[config.mk]
export PLATFORM = sky130hd
export DESIGN_NAME = store_buffer
export DESIGN_NICKNAME = d
export VERILOG_FILES = /design/src/rtl/store_buf_pkg.sv /design/src/rtl/sb_fwd_match.sv /design/src/rtl/store_buffer.sv
export SDC_FILE = /design/constraint.sdc
export NUM_CORES = 1
export LEC_CHECK = 0
export CORE_MARGIN = 2
export CORE_UTILIZATION = 58
export CTS_BUF_LIST = sky130_fd_sc_hd__clkbuf_2
export DETAILED_ROUTE_END_ITERATION = 8
export MAX_ROUTING_LAYER = met4
export PLACE_DENSITY = 0.86
export SYNTH_ARGS = -nofsm -noshare
export SYNTH_HDL_FRONTEND = slang
export SYNTH_SLANG_ARGS = --single-unit
[constraint.sdc]
create_clock -name clk -period 5.85 [get_ports clk]
set_clock_uncertainty 0.05 [all_clocks]
set_input_delay 1.4625 -clock clk [delete_from_list [all_inputs] [get_ports clk]]
set_output_delay 1.4625 -clock clk [all_outputs]
set_load 0.05 [all_outputs]
[src/rtl/store_buf_pkg.sv]
`default_nettype none
// +----------------------------------------------------------------------------+
// | Module   : store_buf_pkg                                                   |
// | Brief    : Shared defaults and {addr,data} entry layout for store_buffer.  |
// | Revision : 1.0 - initial release                                           |
// +----------------------------------------------------------------------------+
package store_buf_pkg;

  localparam int SB_DEPTH_DEF = 4;
  localparam int SB_AW_DEF    = 32;
  localparam int SB_DW_DEF    = 32;
  localparam int SB_PTR_W     = $clog2(SB_DEPTH_DEF);

  // Packed entry word is {addr, data}, data in the low bits.
  localparam int SB_DATA_LSB  = 0;
  localparam int SB_DATA_MSB  = SB_DW_DEF - 1;
  localparam int SB_ADDR_LSB  = SB_DW_DEF;
  localparam int SB_ADDR_MSB  = SB_DW_DEF + SB_AW_DEF - 1;
  localparam int SB_ENTRY_W   = SB_AW_DEF + SB_DW_DEF;

endpackage
`default_nettype wire

[src/rtl/sb_fwd_match.sv]
`default_nettype none
// +----------------------------------------------------------------------------+
// | Module   : sb_fwd_match                                                    |
// | Brief    : Priority address compare; returns youngest valid match.         |
// | Revision : 1.0 - initial release                                           |
// +----------------------------------------------------------------------------+
module sb_fwd_match
  import store_buf_pkg::*;
#(
  parameter int DEPTH = SB_DEPTH_DEF,
  parameter int AW    = SB_AW_DEF,
  parameter int DW    = SB_DW_DEF
) (
  input  logic [DEPTH-1:0]                 i_valid,
  input  logic [$clog2(DEPTH)-1:0]         i_rd_ptr,
  input  logic [DEPTH-1:0][AW-1:0]         i_addr,
  input  logic [DEPTH-1:0][DW-1:0]         i_data,
  input  logic [AW-1:0]                    i_key,
  output logic                             o_hit,
  output logic [$clog2(DEPTH)-1:0]         o_idx,
  output logic [DW-1:0]                    o_data
);

  localparam int PTR_W = $clog2(DEPTH);

  logic [PTR_W-1:0] w_scan;

  // Scan oldest to youngest so the last hit wins.
  always_comb begin
    o_hit  = 1'b0;
    o_idx  = '0;
    w_scan = '0;
    for (int k = 0; k < DEPTH; k++) begin
      w_scan = i_rd_ptr + PTR_W'(k);
      if (i_valid[w_scan] && (i_addr[w_scan] == i_key)) begin
        o_hit = 1'b1;
        o_idx = w_scan;
      end
    end
    o_data = o_hit ? i_data[o_idx] : '0;
  end

endmodule
`default_nettype wire

[src/rtl/store_buffer.sv]
`default_nettype none
// +----------------------------------------------------------------------------+
// | Module   : store_buffer                                                    |
// | Brief    : Posted-write FIFO with load forwarding, drained over req/ack.   |
// |            Define STORE_BUF_COALESCE_EN to merge stores into non-head      |
// |            entries with the same address.                                  |
// | Revision : 1.0 - initial release                                           |
// +----------------------------------------------------------------------------+
module store_buffer
  import store_buf_pkg::*;
#(
  parameter int DEPTH = SB_DEPTH_DEF,
  parameter int AW    = SB_AW_DEF,
  parameter int DW    = SB_DW_DEF
) (
  input  logic          clk,
  input  logic          reset,
  input  logic          st_valid,
  input  logic [AW-1:0] st_addr,
  input  logic [DW-1:0] st_data,
  output logic          st_ready,
  input  logic [AW-1:0] ld_addr,
  output logic          ld_hit,
  output logic [DW-1:0] ld_data,
  output logic          mem_req,
  output logic [AW-1:0] mem_addr,
  output logic [DW-1:0] mem_wdata,
  input  logic          mem_ack
);

  localparam int PTR_W    = $clog2(DEPTH);
  localparam int ENT_W    = AW + DW;
  localparam int DATA_LSB = 0;
  localparam int DATA_MSB = DW - 1;
  localparam int ADDR_LSB = DW;
  localparam int ADDR_MSB = DW + AW - 1;
  localparam logic [PTR_W:0] c_full = (PTR_W+1)'(DEPTH);

  logic [ENT_W-1:0]          r_entry [DEPTH];
  logic [PTR_W-1:0]          r_wr_ptr;
  logic [PTR_W-1:0]          r_rd_ptr;
  logic [PTR_W:0]            r_count;

  logic [DEPTH-1:0]          w_valid;
  logic [DEPTH-1:0][AW-1:0]  w_ent_addr;
  logic [DEPTH-1:0][DW-1:0]  w_ent_data;
  logic                      w_full;
  logic                      w_push;
  logic                      w_pop;
  logic                      w_coal;
  logic [PTR_W-1:0]          w_coal_idx;

  // An entry is live when its distance from the head is below the count.
  for (genvar g = 0; g < DEPTH; g++) begin : g_entry
    logic [PTR_W-1:0] w_off;
    assign w_off         = PTR_W'(g) - r_rd_ptr;
    assign w_valid[g]    = {1'b0, w_off} < r_count;
    assign w_ent_addr[g] = r_entry[g][ADDR_MSB:ADDR_LSB];
    assign w_ent_data[g] = r_entry[g][DATA_MSB:DATA_LSB];
  end

  assign w_full    = (r_count == c_full);
  assign mem_req   = (r_count != '0);
  assign mem_addr  = w_ent_addr[r_rd_ptr];
  assign mem_wdata = w_ent_data[r_rd_ptr];
  assign w_pop     = mem_req & mem_ack;

  sb_fwd_match #(.DEPTH(DEPTH), .AW(AW), .DW(DW)) u_ld_fwd (
    .i_valid  (w_valid),
    .i_rd_ptr (r_rd_ptr),
    .i_addr   (w_ent_addr),
    .i_data   (w_ent_data),
    .i_key    (ld_addr),
    .o_hit    (ld_hit),
    .o_idx    (),
    .o_data   (ld_data)
  );

`ifdef STORE_BUF_COALESCE_EN
  logic [DEPTH-1:0] w_head_mask;
  logic             w_coal_hit;

  // The head may already be on the bus, so it never takes a merge.
  assign w_head_mask = DEPTH'(1) << r_rd_ptr;

  sb_fwd_match #(.DEPTH(DEPTH), .AW(AW), .DW(DW)) u_coal_match (
    .i_valid  (w_valid & ~w_head_mask),
    .i_rd_ptr (r_rd_ptr),
    .i_addr   (w_ent_addr),
    .i_data   (w_ent_data),
    .i_key    (st_addr),
    .o_hit    (w_coal_hit),
    .o_idx    (w_coal_idx),
    .o_data   ()
  );

  assign st_ready = ~w_full | w_coal_hit;
  assign w_coal   = st_valid & w_coal_hit;
`else
  assign st_ready   = ~w_full;
  assign w_coal     = 1'b0;
  assign w_coal_idx = '0;
`endif

  assign w_push = st_valid & st_ready & ~w_coal;

  always_ff @(posedge clk or negedge reset) begin
    if (!reset) begin
      r_wr_ptr <= '0;
      r_rd_ptr <= '0;
      r_count  <= '0;
      for (int i = 0; i < DEPTH; i++) begin
        r_entry[i] <= '0;
      end
    end else begin
      if (w_coal) begin
        r_entry[w_coal_idx] <= {st_addr, st_data};
      end else if (w_push) begin
        r_entry[r_wr_ptr] <= {st_addr, st_data};
      end
      if (w_push) begin
        r_wr_ptr <= r_wr_ptr + PTR_W'(1);
      end
      if (w_pop) begin
        r_rd_ptr <= r_rd_ptr + PTR_W'(1);
      end
      r_count <= r_count + (PTR_W+1)'(w_push) - (PTR_W+1)'(w_pop);
    end
  end

endmodule
`default_nettype wire

=== Yosys cells after proc, flatten, opt, wreduce, memory -nomap -nowiden ===
Index checks and enable logic that the tools add are counted.
Widths: inputs -> output; s select.

* Register bits: 263
* Latch bits: 0
* Bits in writable memories: 0
* ROM bits: 0
* Bits of input ports: 100
* Output and inout bits: 99
* Memories: 0

* Add/subtract/negate cells: 10
* Multipliers: 0
* Div/mod/pow operators: 0
* Magnitude comparators: 11
* Equal/unequal tests: 5
* Shift-type cells: 0
* Multiplexer cells: 32
* Bitwise gates (word level): 4
* Reduce and logical (&&, ||, !) cells: 6

{| class="wikitable"
|+ Operators with widths
! kind !! count
|-
| $bmux 32 s2 || 6
|-
| $bwmux 256 || 1
|-
| $mux 32 || 7
|-
| $demux 64 s2 || 1
|-
| $eq 32x32->1 || 4
|-
| $mux 64 || 1
|-
| $lt 2x3->1 const B || 5
|-
| $lt 2x3->1 || 4
|-
| $bmux 1 s2 || 4
|-
| $mux 1 || 8
|-
| $mux 2 || 4
|-
| $logic_and 1x1->1 || 5
|-
| $add 2x1->2 const B || 2
|-
| $add 2x2->2 const B || 2
|-
| $sub 1x2->2 const A || 2
|-
| $sub 2x2->2 const A || 2
|-
| $add 3x1->3 || 1
|-
| $eq 3x3->1 const B || 1
|-
| $ge 3x3->1 const B || 1
|-
| $lt 3x1->1 const B || 1
|-
| $not 2->3 || 1
|-
| $reduce_bool 3->1 || 1
|-
| $sub 3x1->3 || 1
|-
| $and 1x1->1 || 2
|-
| $not 1->1 || 1
|}

=== Logic depth before layout (Yosys ltp) ===
Gate-level depths: netlist of the first run.

* Depth after elaboration: 12
* Mapped depth: 18
* Depth with buffers taken out: 13

=== Cells and area by module ===
A second synthesis of the first run with hierarchy kept.

* Cell total of the unflattened synthesis: 1,289
* Area, all modules: 18,987.0 µm²

{| class="wikitable"
|+ Modules (own cells, without submodules)
! module !! times used !! cells an instance !! area each (µm²)
|-
| store_buffer || 1 || 671 || 12,811.0
|-
| sb_fwd_match || 1 || 618 || 6,175.9
|}

=== Worst setup path before layout of the first run ===
No wires, ideal clock.

* Kind: input to output
* Start: input port ld_addr[3]
* End: output port ld_data[0]
* Arrival: 4.343 ns
* Setup slack: -0.006 ns
* Stages on the path: 11
* Buffers on the path: 3
* Path through: clkbuf_1 -> xnor2_1 -> or3_1 -> a2111oi_0 -> nand3_1 -> a41o_1 -> a211oi_2 -> buf_4 -> buf_6 -> mux2i_1 -> o22ai_1

* Word-level cells in the longest chain between the ends: 9

{| class="wikitable"
|+ RTL lines
! what !! line !! text
|-
| start, declared || store_buffer.sv:22 || <nowiki>input logic [AW-1:0] ld_addr,</nowiki>
|-
| $eq 32x32->1 || sb_fwd_match.sv:35 || <nowiki>if (i_valid[w_scan] && (i_addr[w_scan] == i_key)) begin</nowiki>
|-
| $logic_and 1x1->1 || sb_fwd_match.sv:35 ||
|-
| $mux 2 (4 in series) || sb_fwd_match.sv:35 ||
|-
| $bmux 32 s2 || sb_fwd_match.sv:40 || <nowiki>o_data = o_hit ? i_data[o_idx] : '0;</nowiki>
|-
| $mux 32 (implied by the code) || sb_fwd_match.sv:40 ||
|-
| $mux 32 (*) || sb_fwd_match.sv:40 ||
|-
| end, declared || store_buffer.sv:24 || <nowiki>output logic [DW-1:0] ld_data,</nowiki>
|}

Every way passes the cells marked *; elsewhere a longest branch is shown, timed or not. The select of a mux whose other input is x is not followed.

=== Worst setup path in the final report of the first run ===
* Start: register r_rd_ptr[0]
* End: output port ld_data[6]

* Word-level cells in the longest chain between the ends: 12

{| class="wikitable"
|+ RTL lines
! what !! line !! text
|-
| start, declared || store_buffer.sv:41 || <nowiki>logic [PTR_W-1:0] r_rd_ptr;</nowiki>
|-
| start signal, assigned || store_buffer.sv:125 || <nowiki>r_rd_ptr <= r_rd_ptr + PTR_W'(1);</nowiki>
|-
| $sub 1x2->2 / $sub 2x2->2 (equally long branches) || store_buffer.sv:56 || <nowiki>assign w_off = PTR_W'(g) - r_rd_ptr;</nowiki>
|-
| $lt 2x3->1 || store_buffer.sv:57 || <nowiki>assign w_valid[g] = {1'b0, w_off} < r_count;</nowiki>
|-
| $bmux 1 s2 || sb_fwd_match.sv:35 ||
|-
| $mux 1 (implied by the code) || sb_fwd_match.sv:35 ||
|-
| $logic_and 1x1->1 || sb_fwd_match.sv:35 ||
|-
| $mux 2 (4 in series) || sb_fwd_match.sv:35 ||
|-
| $bmux 32 s2 || sb_fwd_match.sv:40 ||
|-
| $mux 32 (implied by the code) || sb_fwd_match.sv:40 ||
|-
| $mux 32 (*) || sb_fwd_match.sv:40 ||
|}

Marks and branches as above.

==> impl_metrics.json, run 1 <==
{
  "outcome": "finished with violations",
  "violations": "setup timing",
  "antenna_found_initial": 3,
  "ys_ff_latch": 263,
  "endpoint_kind": "primary output",
  "finalCritPeriodShare_pct": 110.1,
  "numCtsBuffers": 70,
  "num_vias": 12110,
  "h-tree-depth": 3,
  "slowest_delay_ns": 0.57,
  "grt_pass1_vias": 12680,
  "grt_use_total_pct": 32.68,
  "drc_errors": 0,
  "crit_end": "ld_data[6]",
  "viasPerCell": 6.453,
  "cp_num_cells": 15,
  "drive_gt1_share_pct": 52.17,
  "num_rows": 61,
  "synth_fp_nets": 1253,
  "overflow": 0,
  "finalWorstSetupSlack_ns": -0.5914,
  "cts_buffer_depth": 3,
  "cp_cell_sequence": "buf_12 -> buf_12 -> mux4_2 -> xnor2_1 -> nand4_1 -> nor4_2 -> nand4_1 -> nand3b_1 -> a41o_1 -> a211oi_4 -> buf_12 -> buf_12 -> mux2i_1 -> o22ai_2 -> buf_12",
  "initial_core_util_pct": 58.98,
  "hold_path.class": "reg2reg",
  "maxSlewViolCount": 0,
  "cap_violations": 0,
  "nFillCells": 1592,
  "cp_slowest_cell": "mux4_2",
  "syn_area_per_cell_um2": 14.35,
  "rr_worst_depth": 6,
  "gp_congestion": 0.9557,
  "yosysWarnings": 0,
  "finalHoldViolCount": 0,
  "setup.worst_path.start_class": "flop",
  "die_y_um": 172.1,
  "worst_ep_required_time_ns": 4.34,
  "r2r_end": "r_entry[166]",
  "layout.area.seq_um2": 6589,
  "hold_ws_ns": 0.4833,
  "routed_wl_mm": 46.95,
  "io_pins": 199,
  "clock-root-buffer": "clkbuf_2",
  "rsz0062_at_grt": "true",
  "crit_family": "simple AND/OR/NAND/NOR gates",
  "synth-edff-count": 0,
  "io_buffers": 198,
  "critical_path_arrival_ns": 4.93,
  "wl_per_cell_um": 25.03,
  "rrSetupSlack_ns": 3.00,
  "cp_num_buf_inv": 5,
  "ant_nets": 0,
  "cts.sinks": 263,
  "dr.pass1.iters": 6,
  "clk_pin_slew_ns": 0.11,
  "core_um2": 27780,
  "grt_max_degree": 118,
  "crit_start": "r_rd_ptr[0]",
  "yosys.cell_types.count": 42,
  "fin_nets": 1556,
  "path_max_fanout": 13,
  "r2r_start": "r_count[0]",
  "cts_tree": "done",
  "die-width_um": 172.1,
  "area_growth_pct": 30.42,
  "path_class": "reg2out",
  "yosysSeqAreaShare_pct": 40.16,
  "async_reset_ff_share_pct": 100.0,
  "syn_inst": 1142,
  "period_needed_ns": 6.441,
  "synth_ff_type": "dfrtp_1",
  "grt_pass1_wl_mm": 71.30,
  "setup_viol": 32,
  "crit_path_frequent_cell": "buf_12",
  "multi_input_comb_area_um2": 9863,
  "fmax_mhz": 155.2,
  "tightest_slew_ns": 1.140,
  "dpl.hpwl_mm": 30.13,
  "dieArea_um2": 29610,
  "clkLatencyLatePin_ns": 0.87,
  "slew-limit-headroom_pct": 24.00,
  "synthesis.area_um2": 16390,
  "drt_iter0_markers": 1135
}
cells by family (layout without fill, tap and decap cells):
family | Yosys count | after routing | synth area share, %
muxes | 490 | 490 | 43.59
and+or+nand+nor | 81 | 81 | 2.741
other | 0 | 3 | 0
DFF | 263 | 263 | 40.16
adders and majority gates | 11 | 11 | 0.8858
AOI/OAI and AO/OA | 46 | 46 | 1.917
xor gates and xnor gates | 139 | 139 | 7.476
buffers and inverters | 112 | 465 | 3.230
routing by layer:
layer | up-vias | track usage, % | wire [um] | part of all wire, %
met2 | 663 | 50.32 | 22770 | 48
li1 | 5036 | - | - | -
met1 | 6260 | 41.46 | 18000 | 38
met3 | 146 | 8.354 | 4193 | 8.9
met5 | - | - | 0 | 0
met4 | 0 | 14.32 | 1986 | 4.2
worst min-delay path by stage:
| stage | start | to | slack (ns) | cells after the start |
|---|---|---|---|---|
| 6_report | r_entry[30] | r_entry[30] | 0.48 | 1 |
| 4_1_cts | r_entry[142] | r_entry[142] | 0.49 | 1 |
| 3_3_place_gp | r_entry[31] | r_entry[31] | 0.46 | 1 |
| 2_1_floorplan | r_entry[128] | r_entry[128] | 0.45 | 1 |
| 5_1_grt | r_entry[19] | r_entry[19] | 0.51 | 1 |
| 3_5_place_dp | r_entry[134] | r_entry[134] | 0.46 | 1 |
cells in the mapped netlist (13+ instances only):
library cell | count | share of area, %
nand4_1 | 29 | 1.1
clkbuf_1 | 53 | 1.2
mux2i_1 | 79 | 4.8
buf_2 | 21 | 0.64
buf_1 | 13 | 0.30
o22ai_1 | 32 | 1.2
xnor2_1 | 124 | 6.6
mux4_2 | 153 | 21
mux2_2 | 258 | 18
dfrtp_1 | 263 | 40
xor2_1 | 14 | 0.75
through the flow:
step,cells,TNS (ns),util [%],area [um^2],worst slack [ns]
after floorplan,1142,0,-,16580,0.009643
after CTS,1867,-11.84,75.85,21070,-0.4135
final,1876,-16.74,76.92,21370,-0.5914
after detailed placement,1718,-6.777,71.62,19900,-0.2629
after global routing,1876,-21.38,76.92,21370,-0.7501
after global placement,1718,-5.719,71.62,19900,-0.2252
registers in the layout, summed over array words and instances, names as in the netlist:
| name | count |
|---|---|
| r_entry | 256 |
| r_count | 3 |
| r_rd_ptr | 2 |
| r_wr_ptr | 2 |
layout by cell type, fill, tap and decap left out, types with 4 or more instances in the layout:
cell type        count
buf_16               5
mux2_2             258
xnor2_1            108
buf_6                6
clkdlybuf4s50_1    164
buf_8                4
nand4_1             29
clkinv_1            14
nand2_4              4
dfrtp_1            261
nor2_1               7
nand2b_1             4
mux2i_1             51
inv_1               10
ha_1                10
buf_12              48
buf_4              101
xor2_1              14
xnor2_2             17
o22ai_2             32
mux2i_2             18
nor4_1               4
nand3_1              9
mux2i_4             10
clkbuf_2           101
mux4_2             153
nand2_1              6
final cells by class:
cell class              count  area share (%)
clock inverters            21          0.7026
multi-input cells         767           46.15
clock buffers             101           2.365
flip-flops and latches    263           30.83
inverters                  11          0.1932
diodes                      3         0.03513
well taps                 378           2.213
repair buffers            332           17.51
what timing repair did:
action / CTS / global route
cloned: 4 / 2
setup endpoints to repair: 32 / 32
resized for setup: 42 / 38
hold buffers: 0 / 0
buffers inserted: 23 / 4
pin swaps: 8 / 4
Power of run 1 is left out: the tool's default activity adds up to more than one toggle a clock period on the data nets, which glitch-free logic cannot reach.
==> run 2: changes to the inputs <==
--- a/config.mk
+++ b/config.mk
@@ -11,6 +11,8 @@
 export DETAILED_ROUTE_END_ITERATION = 8
 export MAX_ROUTING_LAYER = met4
 export PLACE_DENSITY = 0.86
+export RECOVER_POWER = 100
+export SKIP_LAST_GASP = 1
 export SYNTH_ARGS = -nofsm -noshare
 export SYNTH_HDL_FRONTEND = slang
 export SYNTH_SLANG_ARGS = --single-unit
==> impl_metrics.json, run 2 (synthesis results as in run 1) <==
{
  "outcome": "finished with violations",
  "violations": "capacitance limit, slew limit, setup timing",
  "largest_register_ffs": 256,
  "overflow": 0,
  "num_rows": 61,
  "io_buffers": 198,
  "maxSlewViolCount": 407,
  "antenna_found_initial": 4,
  "grt_pass1_wl_mm": 71.30,
  "holdPathStages": 1,
  "rr_worst_depth": 5,
  "slew-limit-headroom_pct": -137.8,
  "cp_slowest_cell": "mux4_2",
  "finalWorstSetupSlack_ns": -0.5667,
  "dpl.hpwl_mm": 30.13,
  "clk_pin_slew_ns": 0.11,
  "clkLatencyLatePin_ns": 0.88,
  "setup.worst_path.start_class": "flop",
  "gp_congestion": 0.9557,
  "critical_path_arrival_ns": 4.90,
  "crit_path_frequent_cell": "buf_12",
  "fin_nets": 1556,
  "numCtsBuffers": 70,
  "hold_end": "r_entry[30]",
  "io_pins": 199,
  "initial_core_util_pct": 58.98,
  "final_cell_mix": "dfrtp_1, mux2_2, mux4_2",
  "drt_iter0_markers": 1079,
  "hold_path.class": "reg2reg",
  "grt_pass1_vias": 12680,
  "grt_max_degree": 118,
  "rsz0062_at_grt": "true",
  "routed_wl_mm": 47.22,
  "finalCritPeriodShare_pct": 109.7,
  "dr.pass1.iters": 5,
  "reg_top3": "r_entry (256), r_count (3)",
  "cp_num_buf_inv": 5,
  "rrSetupSlack_ns": 1.34,
  "cts.sinks": 263,
  "setup_viol": 32,
  "hold_start": "r_entry[30]",
  "crit_start": "r_rd_ptr[0]",
  "dieArea_um2": 29610,
  "tightest_slew_ns": 3.559,
  "viasPerCell": 6.458,
  "area_growth_pct": 29.80,
  "cp_cell_sequence": "buf_12 -> buf_12 -> mux4_2 -> xnor2_1 -> nand4_1 -> nor4_2 -> nand4_1 -> nand3b_1 -> a41o_1 -> a211oi_4 -> buf_12 -> buf_12 -> mux2i_1 -> o22ai_2 -> buf_12",
  "hold_ws_ns": 0.4839,
  "num_vias": 12120,
  "layout_commonest_cell": "dfrtp_1",
  "cap_violations": 5,
  "r2r_end": "r_entry[97]",
  "drive_gt1_share_pct": 51.37,
  "period_needed_ns": 6.417,
  "cts_buffer_depth": 3,
  "wl_per_cell_um": 25.16,
  "regMostFlops": "r_entry",
  "core_um2": 27780,
  "ant_nets": 0,
  "finalHoldViolCount": 0,
  "slowest_delay_ns": 0.56,
  "crit_family": "simple AND/OR/NAND/NOR gates",
  "die-width_um": 172.1,
  "grt_use_total_pct": 32.68,
  "drc_errors": 0,
  "endpoint_kind": "primary output",
  "worst_ep_required_time_ns": 4.34,
  "r2r_start": "r_count[0]",
  "cts_tree": "done",
  "fmax_mhz": 155.8,
  "path_class": "reg2out",
  "die_y_um": 172.1,
  "clock-root-buffer": "clkbuf_2",
  "path_max_fanout": 13,
  "h-tree-depth": 3
}
[run 2: worst reg2reg max path: cells and delay by family (launching register included)]
kind | cells | cell delay (ns)
mux | 1 | 1.11
simple gates | 4 | 2.69
flops | 1 | 0.47
[run 2: cell type report]
type                            count  area, um^2
Multi-Input combinational cell    767        9802
Sequential cell                   263        6589
Fill cell                        1619        6514
Timing Repair Buffer              332        3697
Clock buffer                      101       505.5
Tap cell                          378       473.0
Clock inverter                     21       150.1
Inverter                           11       41.29
Antenna cell                        4       10.01
[run 2: worst max-delay path by stage]
stage	endpoint	slack, ns	cells after the start
2_1_floorplan	ld_data[30]	0.01	11
5_1_grt	ld_data[9]	-0.75	16
6_report	ld_data[6]	-0.57	15
3_3_place_gp	ld_data[30]	-0.23	12
3_5_place_dp	ld_data[30]	-0.26	12
4_1_cts	ld_data[20]	-0.41	17
[run 2: per-stage QoR]
| stage | area, um^2 | setup TNS [ns] | instances | setup WS (ns) | util, % |
|---|---|---|---|---|---|
| after floorplan | 16580 | 0 | 1142 | 0.009643 | - |
| after global placement | 19900 | -5.719 | 1718 | -0.2252 | 71.62 |
| final | 21270 | -15.72 | 1877 | -0.5667 | 76.55 |
| after detailed placement | 19900 | -6.777 | 1718 | -0.2629 | 71.62 |
| after global routing | 21270 | -23.85 | 1877 | -0.7477 | 76.55 |
| after CTS | 21070 | -11.84 | 1867 | -0.4135 | 75.85 |
[run 2: layer usage]
layer  global-route usage (%)  share of wire [%]
met1                    41.46                 38
met2                    50.32                 49
met3                    8.354                9.3
met4                    14.32                4.3
met5                        -                  0
[run 2: what timing repair did]
action,CTS,global route
gates cloned,4,2
endpoints found under the setup margin,32,32
gates resized for setup,42,31
buffers inserted,23,4
hold buffers,0,0
pin swaps,8,4
Power of run 2 is left out for the same reason.
